<file path="src/rtl/prt_dp_pm_hpd_cond.sv">
// HPD conditioner: synchronises the raw pin, derives a 1 MHz beat from CLK_IN and
// accepts a level change only after T consecutive stable beats; rejected changes are counted.
module prt_dp_pm_hpd_cond #(
    parameter int P_SIM          = 0,
    parameter int P_CLK_FREQ_MHZ = 100,
    parameter int P_FILT_BEATS   = 8,
    parameter int P_SYNC_STAGES  = 2
) (
    input  logic       RST_IN,
    input  logic       CLK_IN,
    input  logic       HPD_PIN_IN,
    input  logic       GLITCH_CLR_IN,
    output logic       BEAT_OUT,
    output logic       HPD_OUT,
    output logic       HPD_RE_OUT,
    output logic       HPD_FE_OUT,
    output logic [7:0] GLITCH_CNT_OUT
);

    localparam int LP_T  = (P_SIM != 0) ? 2 : P_FILT_BEATS;
    localparam int LP_SW = $clog2(LP_T + 1);
    localparam int LP_DW = $clog2(P_CLK_FREQ_MHZ);

    localparam logic [LP_DW-1:0] LP_DIV_LAST = LP_DW'(P_CLK_FREQ_MHZ - 1);
    localparam logic [LP_DW-1:0] LP_DIV_HALF = LP_DW'(P_CLK_FREQ_MHZ / 2);
    localparam logic [LP_SW-1:0] LP_STB_LAST = LP_SW'(LP_T - 1);

    typedef enum logic [1:0] {
        SM_LOW      = 2'd0,
        SM_RISE_CHK = 2'd1,
        SM_HIGH     = 2'd2,
        SM_FALL_CHK = 2'd3
    } sm_t;

    logic [P_SYNC_STAGES-1:0] r_sync;
    logic [LP_DW-1:0]         r_div_cnt;
    logic                     r_beat;
    sm_t                      r_state;
    logic [LP_SW-1:0]         r_stable;
    logic                     r_hpd;
    logic                     r_hpd_re;
    logic                     r_hpd_fe;
    logic [7:0]               r_glitch_cnt;

    logic                     w_sync_hpd;
    logic [LP_DW-1:0]         w_div_nxt;
    logic                     w_tick;
    logic                     w_glitch_inc;

    assign w_sync_hpd = r_sync[P_SYNC_STAGES-1];
    assign w_tick     = (r_div_cnt == LP_DIV_LAST);
    assign w_div_nxt  = w_tick ? '0 : r_div_cnt + LP_DW'(1);

    // A level mismatch while checking aborts the candidate change, even on a tick.
    assign w_glitch_inc = ((r_state == SM_RISE_CHK) && !w_sync_hpd) ||
                          ((r_state == SM_FALL_CHK) &&  w_sync_hpd);

    always_ff @(posedge CLK_IN or posedge RST_IN) begin
        if (RST_IN) begin
            r_sync <= '0;
        end else begin
            r_sync <= {r_sync[P_SYNC_STAGES-2:0], HPD_PIN_IN};
        end
    end

    // Beat is decoded from the next count so its rising edge follows the tick by one clock.
    always_ff @(posedge CLK_IN or posedge RST_IN) begin
        if (RST_IN) begin
            r_div_cnt <= '0;
            r_beat    <= 1'b0;
        end else begin
            r_div_cnt <= w_div_nxt;
            r_beat    <= (w_div_nxt < LP_DIV_HALF);
        end
    end

    always_ff @(posedge CLK_IN or posedge RST_IN) begin
        if (RST_IN) begin
            r_state  <= SM_LOW;
            r_stable <= '0;
            r_hpd    <= 1'b0;
            r_hpd_re <= 1'b0;
            r_hpd_fe <= 1'b0;
        end else begin
            r_hpd_re <= 1'b0;
            r_hpd_fe <= 1'b0;
            case (r_state)
                SM_LOW: begin
                    if (w_sync_hpd) begin
                        r_state  <= SM_RISE_CHK;
                        r_stable <= '0;
                    end
                end
                SM_RISE_CHK: begin
                    if (!w_sync_hpd) begin
                        r_state <= SM_LOW;
                    end else if (w_tick) begin
                        if (r_stable == LP_STB_LAST) begin
                            r_state  <= SM_HIGH;
                            r_hpd    <= 1'b1;
                            r_hpd_re <= 1'b1;
                        end else begin
                            r_stable <= r_stable + LP_SW'(1);
                        end
                    end
                end
                SM_HIGH: begin
                    if (!w_sync_hpd) begin
                        r_state  <= SM_FALL_CHK;
                        r_stable <= '0;
                    end
                end
                SM_FALL_CHK: begin
                    if (w_sync_hpd) begin
                        r_state <= SM_HIGH;
                    end else if (w_tick) begin
                        if (r_stable == LP_STB_LAST) begin
                            r_state  <= SM_LOW;
                            r_hpd    <= 1'b0;
                            r_hpd_fe <= 1'b1;
                        end else begin
                            r_stable <= r_stable + LP_SW'(1);
                        end
                    end
                end
                default: begin
                    r_state <= SM_LOW;
                end
            endcase
        end
    end

    // Clear has priority over a same-cycle increment; the count sticks at 255.
    always_ff @(posedge CLK_IN or posedge RST_IN) begin
        if (RST_IN) begin
            r_glitch_cnt <= 8'd0;
        end else if (GLITCH_CLR_IN) begin
            r_glitch_cnt <= 8'd0;
        end else if (w_glitch_inc && (r_glitch_cnt != 8'hFF)) begin
            r_glitch_cnt <= r_glitch_cnt + 8'd1;
        end
    end

    assign BEAT_OUT       = r_beat;
    assign HPD_OUT        = r_hpd;
    assign HPD_RE_OUT     = r_hpd_re;
    assign HPD_FE_OUT     = r_hpd_fe;
    assign GLITCH_CNT_OUT = r_glitch_cnt;

endmodule
</file>
<file path="config.mk">
export PLATFORM = sky130hd
export DESIGN_NAME = prt_dp_pm_hpd_cond
export DESIGN_NICKNAME = d
export VERILOG_FILES = /design/src/rtl/prt_dp_pm_hpd_cond.sv
export SDC_FILE = /design/constraint.sdc
export NUM_CORES = 1
export LEC_CHECK = 0
export CAP_MARGIN = 10
export CORE_UTILIZATION = 45
export DETAILED_ROUTE_END_ITERATION = 16
export HOLD_SLACK_MARGIN = 0.05
export PLACE_DENSITY = 0.67
export SETUP_SLACK_MARGIN = 0.15
export SLEW_MARGIN = 25
export SYNTH_ARGS = -nofsm -noshare
export SYNTH_HDL_FRONTEND = slang
export SYNTH_SLANG_ARGS = --single-unit
</file>
<file path="constraint.sdc">
create_clock -name CLK_IN -period 2.35 [get_ports CLK_IN]
set_input_delay 0.47 -clock CLK_IN [delete_from_list [all_inputs] [get_ports CLK_IN]]
set_output_delay 0.47 -clock CLK_IN [all_outputs]
set_load 0.02 [all_outputs]
</file>
==> results of run 1 <==
[synthesized netlist by cell type (all sizes together), types with 2 or more instances]
library cell,number
nand4,2
a21oi,11
nand3,7
xor2,4
nor2b,2
nand2,7
ha,3
mux2i,2
dfrtp,27
xnor2,4
nor2,13
o2111ai,3
o21ai,10
buf,5
or3,6
inv,3
nor3,2
or4,2
[stage by stage]
| stage | worst slack [ns] | utilization, % |
|---|---|---|
| finish | 0.272 | 57.5 |
| detailed placement | 0.236 | 56.3 |
| floorplan | 0.316 | - |
| CTS | 0.199 | 57.4 |
| global route | 0.164 | 57.5 |
| global placement | 0.320 | 56.3 |
[worst register-to-register path: stages (launching register included)]
cell and delay, ns:
dfrtp_1 0.46, ha_2 0.28, nand4bb_1 0.14, or4_1 0.61, or3_1 0.39, a21oi_1 0.14
[worst max path at each step]
stage                       from          end  cells past startpoint
floorplan           r_div_cnt[0]  r_stable[3]                      7
global placement    r_div_cnt[0]  r_stable[3]                      5
detailed placement  r_div_cnt[0]  r_stable[3]                      5
CTS                 r_div_cnt[0]  r_stable[3]                      5
global route        r_div_cnt[0]  r_stable[3]                      5
finish              r_div_cnt[0]  r_stable[3]                      5
[state kept, by name, indices dropped and copies added, names as in the netlist, named ones only]
signal and flops:
r_sync 2, HPD_RE_OUT 1, r_state 1, HPD_FE_OUT 1
BEAT_OUT 1, r_div_cnt 7, r_stable 4, GLITCH_CNT_OUT 8
HPD_OUT 1
[power by group through the flow]
stage | combinational, mW | sequential (mW) | clock [mW]
final | 0.0348 | 0.475 | 0.194
after global routing | 0.0391 | 0.476 | 0.228
after CTS | 0.0360 | 0.475 | 0.205
after detailed placement | 0.0360 | 0.483 | 0
after global placement | 0.0349 | 0.483 | 0
after floorplan | 0.0174 | 0.485 | 0
[cell type report]
type	count	area, um^2	share of cell area [%]
Timing Repair Buffer	18	173	11.7
Tap cell	30	37.5	2.54
Multi-Input combinational cell	90	552	37.4
Clock buffer	4	26.3	1.78
Inverter	3	11.3	0.763
Sequential cell	27	676	45.8
[cell families after synthesis]
| group | share of synthesized area (%) |
|---|---|
| and+or+nand+nor | 20.6 |
| AOI/OAI and AO/OA | 12.8 |
| DFF | 53.5 |
| xor gates and xnor gates | 5.55 |
| buffers and inverters | 2.97 |
| adders and majority gates | 2.97 |
| muxes | 1.59 |
[per-layer routing]
metal / up-vias / share of wire, % / GRT usage [%]
met1: 490 / 50 / 26.5
met2: 17 / 47 / 25.1
met5: - / 0 / 0
li1: 487 / - / -
met4: 0 / 0.44 / 7.92
met3: 2 / 2.5 / 3.28
[what timing repair did]
item	in CTS	in global routing
endpoints found under the hold margin	0	0
endpoints found under the setup margin	0	2
gates resized for setup	0	1
==> flow_summary.toml, run 1 <==
[synthesis]
synthArstFlopShare_pct = 100
synth_top_area_share_pct = 53.5
seq_area_frac_synth_pct = 53.5
syn_inst = 125
ys_top_cells_by_area = "dfrtp_1 (54%), a21oi_1 (4.4%), o21ai_0 (4.0%)"
synth_edf_count = 0
syn-num-nets = 132
yosysUniqueCellTypes = 32
syn_avg_cell_area_um2 = 10.1
synthesis.area_um2 = 1260
synth_top_area_cell = "dfrtp_1"
synth.ff_latch_count = 27
yosysWarningCount = 0
synthFlopType = "dfrtp_1"

[routing]
wirelength_mm = 2.25
wl_per_cell_um = 13.1
dr.pass1.iters = 4
detail_route.vias_per_cell = 5.79
vias = 996
drtIter0Drc = 17
drtAntennaViolNets = 0
drcViolationCount = 0

[power_and_ir_drop]
switching_share_pct = 21.9
p_leak_nw = 0.596
powerDensity_nw_per_um2 = 477
internal_power_mw = 0.549
switchingPower_mw = 0.154
power_frac_seq_pct = 67.5
comb_power_share_pct = 4.9
p_clk_share_pct = 27.6
power_mw = 0.703
ir_drop_mv = 0.398

[global_route]
overflow = 0
grt_max_degree = 28
first_global_vias = 842
antenna_found_initial = 0
grt_pass1_wl_mm = 3.77
grt_usage_pct = 17.9

[die]
core_area_um2 = 2570
ios = 16
rows = 18
die_h_um = 55.0
die_area_um2 = 3020
die_w_um = 55.0
start_util_pct = 49.2

[sta]
setup_violations = 0
timing.hold.ws_ns = 0.364
period_share_pct = 88.4
tns_ns = 0
min_period_ns = 2.08
fmax_mhz = 481
worst_slew_pin_slew_ns = 0.535
fin_skew_ns = 0.00790
hold_viol_final = 0
maxSlewHeadroom_pct = 64.2
drv_slew = 0
rsz0062_at_grt = "false"

[cells_and_area]
syn_to_final_growth_pct = 16.8
most-common-layout-cells = "dfrtp_1 (27), clkdlybuf4s50_1 (15), nor2_1 (13)"
finish.cell_count_without_fillers = 172
final_common_cell = "dfrtp_1"
n_fill_cell = 226
antenna_cells = 0
design_area_um2 = 1480
nNetsFinal = 150
drive_gt1_share_pct = 4.93

[setup_path]
start_kind = "flip-flop"
crit_family = "simple AND/OR/NAND/NOR gates"
crit_path_max_incr_delay_ns = 0.61
critical_path_buf_inv_count = 0
worst_setup_path_end_kind = "flip-flop"
r2r_end = "r_stable[3]"
r2r_slack_ns = 0.27
crit_path_top_delay_cell = "or4_1"
cp.arrival_ns = 2.34
cp_cell_sequence = "ha_2, nand4bb_1, or4_1, or3_1, a21oi_1"
r2r-start = "r_div_cnt[0]"
rr_worst_depth = 5
crit_required_ns = 2.61
worstPathMaxFanout = 7
critPathKind = "reg2reg"

[cts]
clk_latency_ns = 0.32
clock-root-buffer = "clkbuf_4"
cts_inserted_buffers = 3
cts.sinks = 27
htree_levels = 1
clk_pin_slew_ns = 0.14
cts_tree = "done"
cts_hold_buf = 0
cts_buffer_depth = 2
post_cts_buffers = 0

[worst_hold_path]
hold_path_end = "r_sync[1]"
worstHoldPathType = "reg2reg"
hold_depth = 0
min-delay-start = "r_sync[0]"

[placed_design]
placedCellCount = 168
hpwl_mm = 1.63
place.gp.congestion = 0.852
placed_area_um2 = 1450
port_buffers = 15

[status]
status = "complete, no violations"

[run]
maxCapViolCount = 0
Note: power is estimated with default switching activity, not from simulation.
==> run 2, diff against run 1 <==
--- a/config.mk
+++ b/config.mk
@@ -11,7 +11,10 @@
 export HOLD_SLACK_MARGIN = 0.05
 export PLACE_DENSITY = 0.67
 export SETUP_SLACK_MARGIN = 0.15
+export SKIP_CTS_REPAIR_TIMING = 1
+export SKIP_LAST_GASP = 1
 export SLEW_MARGIN = 25
 export SYNTH_ARGS = -nofsm -noshare
 export SYNTH_HDL_FRONTEND = slang
 export SYNTH_SLANG_ARGS = --single-unit
+export TNS_END_PERCENT = 20
==> results of run 2 <==
Final layout, timing and power as in run 1 (identical DEF).
==> RTL change, RTL diff (config.mk and constraints of run 1) <==
The 4 values of `sm_t` get a one-hot encoding in 4 bits.
--- a/src/rtl/prt_dp_pm_hpd_cond.sv
+++ b/src/rtl/prt_dp_pm_hpd_cond.sv
@@ -25,11 +25,11 @@
     localparam logic [LP_DW-1:0] LP_DIV_HALF = LP_DW'(P_CLK_FREQ_MHZ / 2);
     localparam logic [LP_SW-1:0] LP_STB_LAST = LP_SW'(LP_T - 1);
 
-    typedef enum logic [1:0] {
-        SM_LOW      = 2'd0,
-        SM_RISE_CHK = 2'd1,
-        SM_HIGH     = 2'd2,
-        SM_FALL_CHK = 2'd3
+    typedef enum logic [3:0] {
+        SM_LOW      = 4'b0001,
+        SM_RISE_CHK = 4'b0010,
+        SM_HIGH     = 4'b0100,
+        SM_FALL_CHK = 4'b1000
     } sm_t;
 
     logic [P_SYNC_STAGES-1:0] r_sync;
Formal check against the unedited RTL: no difference found for any inputs over 10 cycles, from zero or initial values and one cycle with RST_IN high; not proved beyond that.
==> RTL change against run 1 <==
Count of clock-buffer cells in the layout up 3. Worst setup slack better by 0.095 ns. Synthesized cell count is 27% higher. Area after synthesis up 23%. Cell area up 23%. Critical path depth shrank 1. Sequential cell count rose by 2. Routed wire length rose by 29%. Fmax increased by 4.8%.
Power is not compared: it rests on default switching activity, and its combinational part moved more than twofold at a synthesized area within 25%.
==> RTL change: results (changes against run 1) <==
critical_path:
  slowest_stage: "dfstp_2"  # was or4_1
  max_stage_delay_ns: 0.64  # was 0.61 ns
  worstPathArrival_ns: 2.21  # was 2.34 ns
  crit_fanout: 12  # was 7
  r2r_cells: 4  # was 5
  reg2reg_slack_ns: 0.37  # was 0.27 ns
  r2r_start: "r_state[0]$_DFFE_PP1P_"  # was r_div_cnt[0]$_DFF_PP0_
clocking:
  cts_buffers: 5  # was 3
  clk_pin_slew_ns: 0.09  # was 0.14 ns
  h-tree-depth: 2  # was 1
final_layout:
  drive_gt1_frac: 0.0960  # was 0.0493
  nNetsFinal: 183  # was 150
drt:
  wl_mm: 2.90  # was 2.25 mm
  wire_per_inst_um: 13.1  # about the same
  dr.first_iter.drc_count: 82  # was 17
  viasPerCell: 5.43  # was 5.79
sta:
  hold_slack_ns: 0.360  # was 0.364 ns
  max_freq_mhz: 504  # was 481 MHz
  worstMarginPinSlew_ns: 0.522  # was 0.535 ns
  skew_ns: 0.00409  # was 0.00790 ns
yosys:
  synthesis.nets: 166  # was 132
  syn_inst: 159  # was 125
  yosysSeqAreaShare: 0.470  # was 0.535
  synthTopCellsByArea: "dfrtp_1, nor2_1, xor2_1"  # was dfrtp_1, a21oi_1, o21ai_0
  ys_types: 43  # was 32
  synth_common_cells: "dfrtp_1, nor2_1, nand3_1"  # was dfrtp_1, nor2_1, a21oi_1
placement:
  place_ws_ns: 0.377  # was 0.236 ns
  hpwlAfterDp_mm: 2.10  # was 1.63 mm
  dpl.cell_count: 213  # was 168
  placed_area_sq_um: 1730  # was 1450 sq um
  gp_congestion: 0.803  # was 0.852
global_routing:
  grt_pass1_vias: 1130  # was 842
  grt_max_degree: 30  # was 28
  grt_usage: 0.181  # was 0.179
  grt_pass1_wl_mm: 4.93  # was 3.77 mm
run_status:
  status: "complete, no violations"  # unchanged
==> RTL change: cell families (layout without fill, tap and decap cells) <==
kind of cell / count (synthesis) / count (layout) / share of synthesized area
AOI/OAI and AO/OA: 24 / 24 / 0.115
xor gates and xnor gates: 12 / 12 / 0.0679
DFF: 29 / 29 / 0.470
and+or+nand+nor: 80 / 80 / 0.290
buffers and inverters: 11 / 29 / 0.0331
adders and majority gates: 3 / 3 / 0.0243
==> RTL change: power by group <==
part           switching [mW]  internal, mW  total (mW)
Sequential             0.0284         0.514       0.542
Combinational          0.0629        0.0572       0.120
Clock                   0.173         0.254       0.427
Total                   0.265         0.825        1.09
==> RTL change: how the worst min path moves through the flow <==
stage / from / endpoint / cells past startpoint
3_3_place_gp: r_sync[0]$_DFF_PP0_ / r_sync[1]$_DFF_PP0_ / 0
6_report: r_sync[0]$_DFF_PP0_ / r_sync[1]$_DFF_PP0_ / 0
4_1_cts: r_sync[0]$_DFF_PP0_ / r_sync[1]$_DFF_PP0_ / 0
5_1_grt: r_sync[0]$_DFF_PP0_ / r_sync[1]$_DFF_PP0_ / 0
2_1_floorplan: r_sync[0]$_DFF_PP0_ / r_sync[1]$_DFF_PP0_ / 0
3_5_place_dp: r_sync[0]$_DFF_PP0_ / r_sync[1]$_DFF_PP0_ / 0
==> RTL change: area by class of cell <==
class                      count  area, sq um
fill                         299         1340
multi-input combinational    119          769
sequential                    29          727
timing repair buffer          16          158
clock buffer                   7         55.1
tap                           44         55.1
clock inverter                 1         30.0
inverter                       5         18.8
==> RTL change: metal layers <==
layer	global-route usage	wire (um)
met1	0.236	1410
met2	0.281	1330
met3	0.0426	84
met4	0.0974	78
met5	0	0
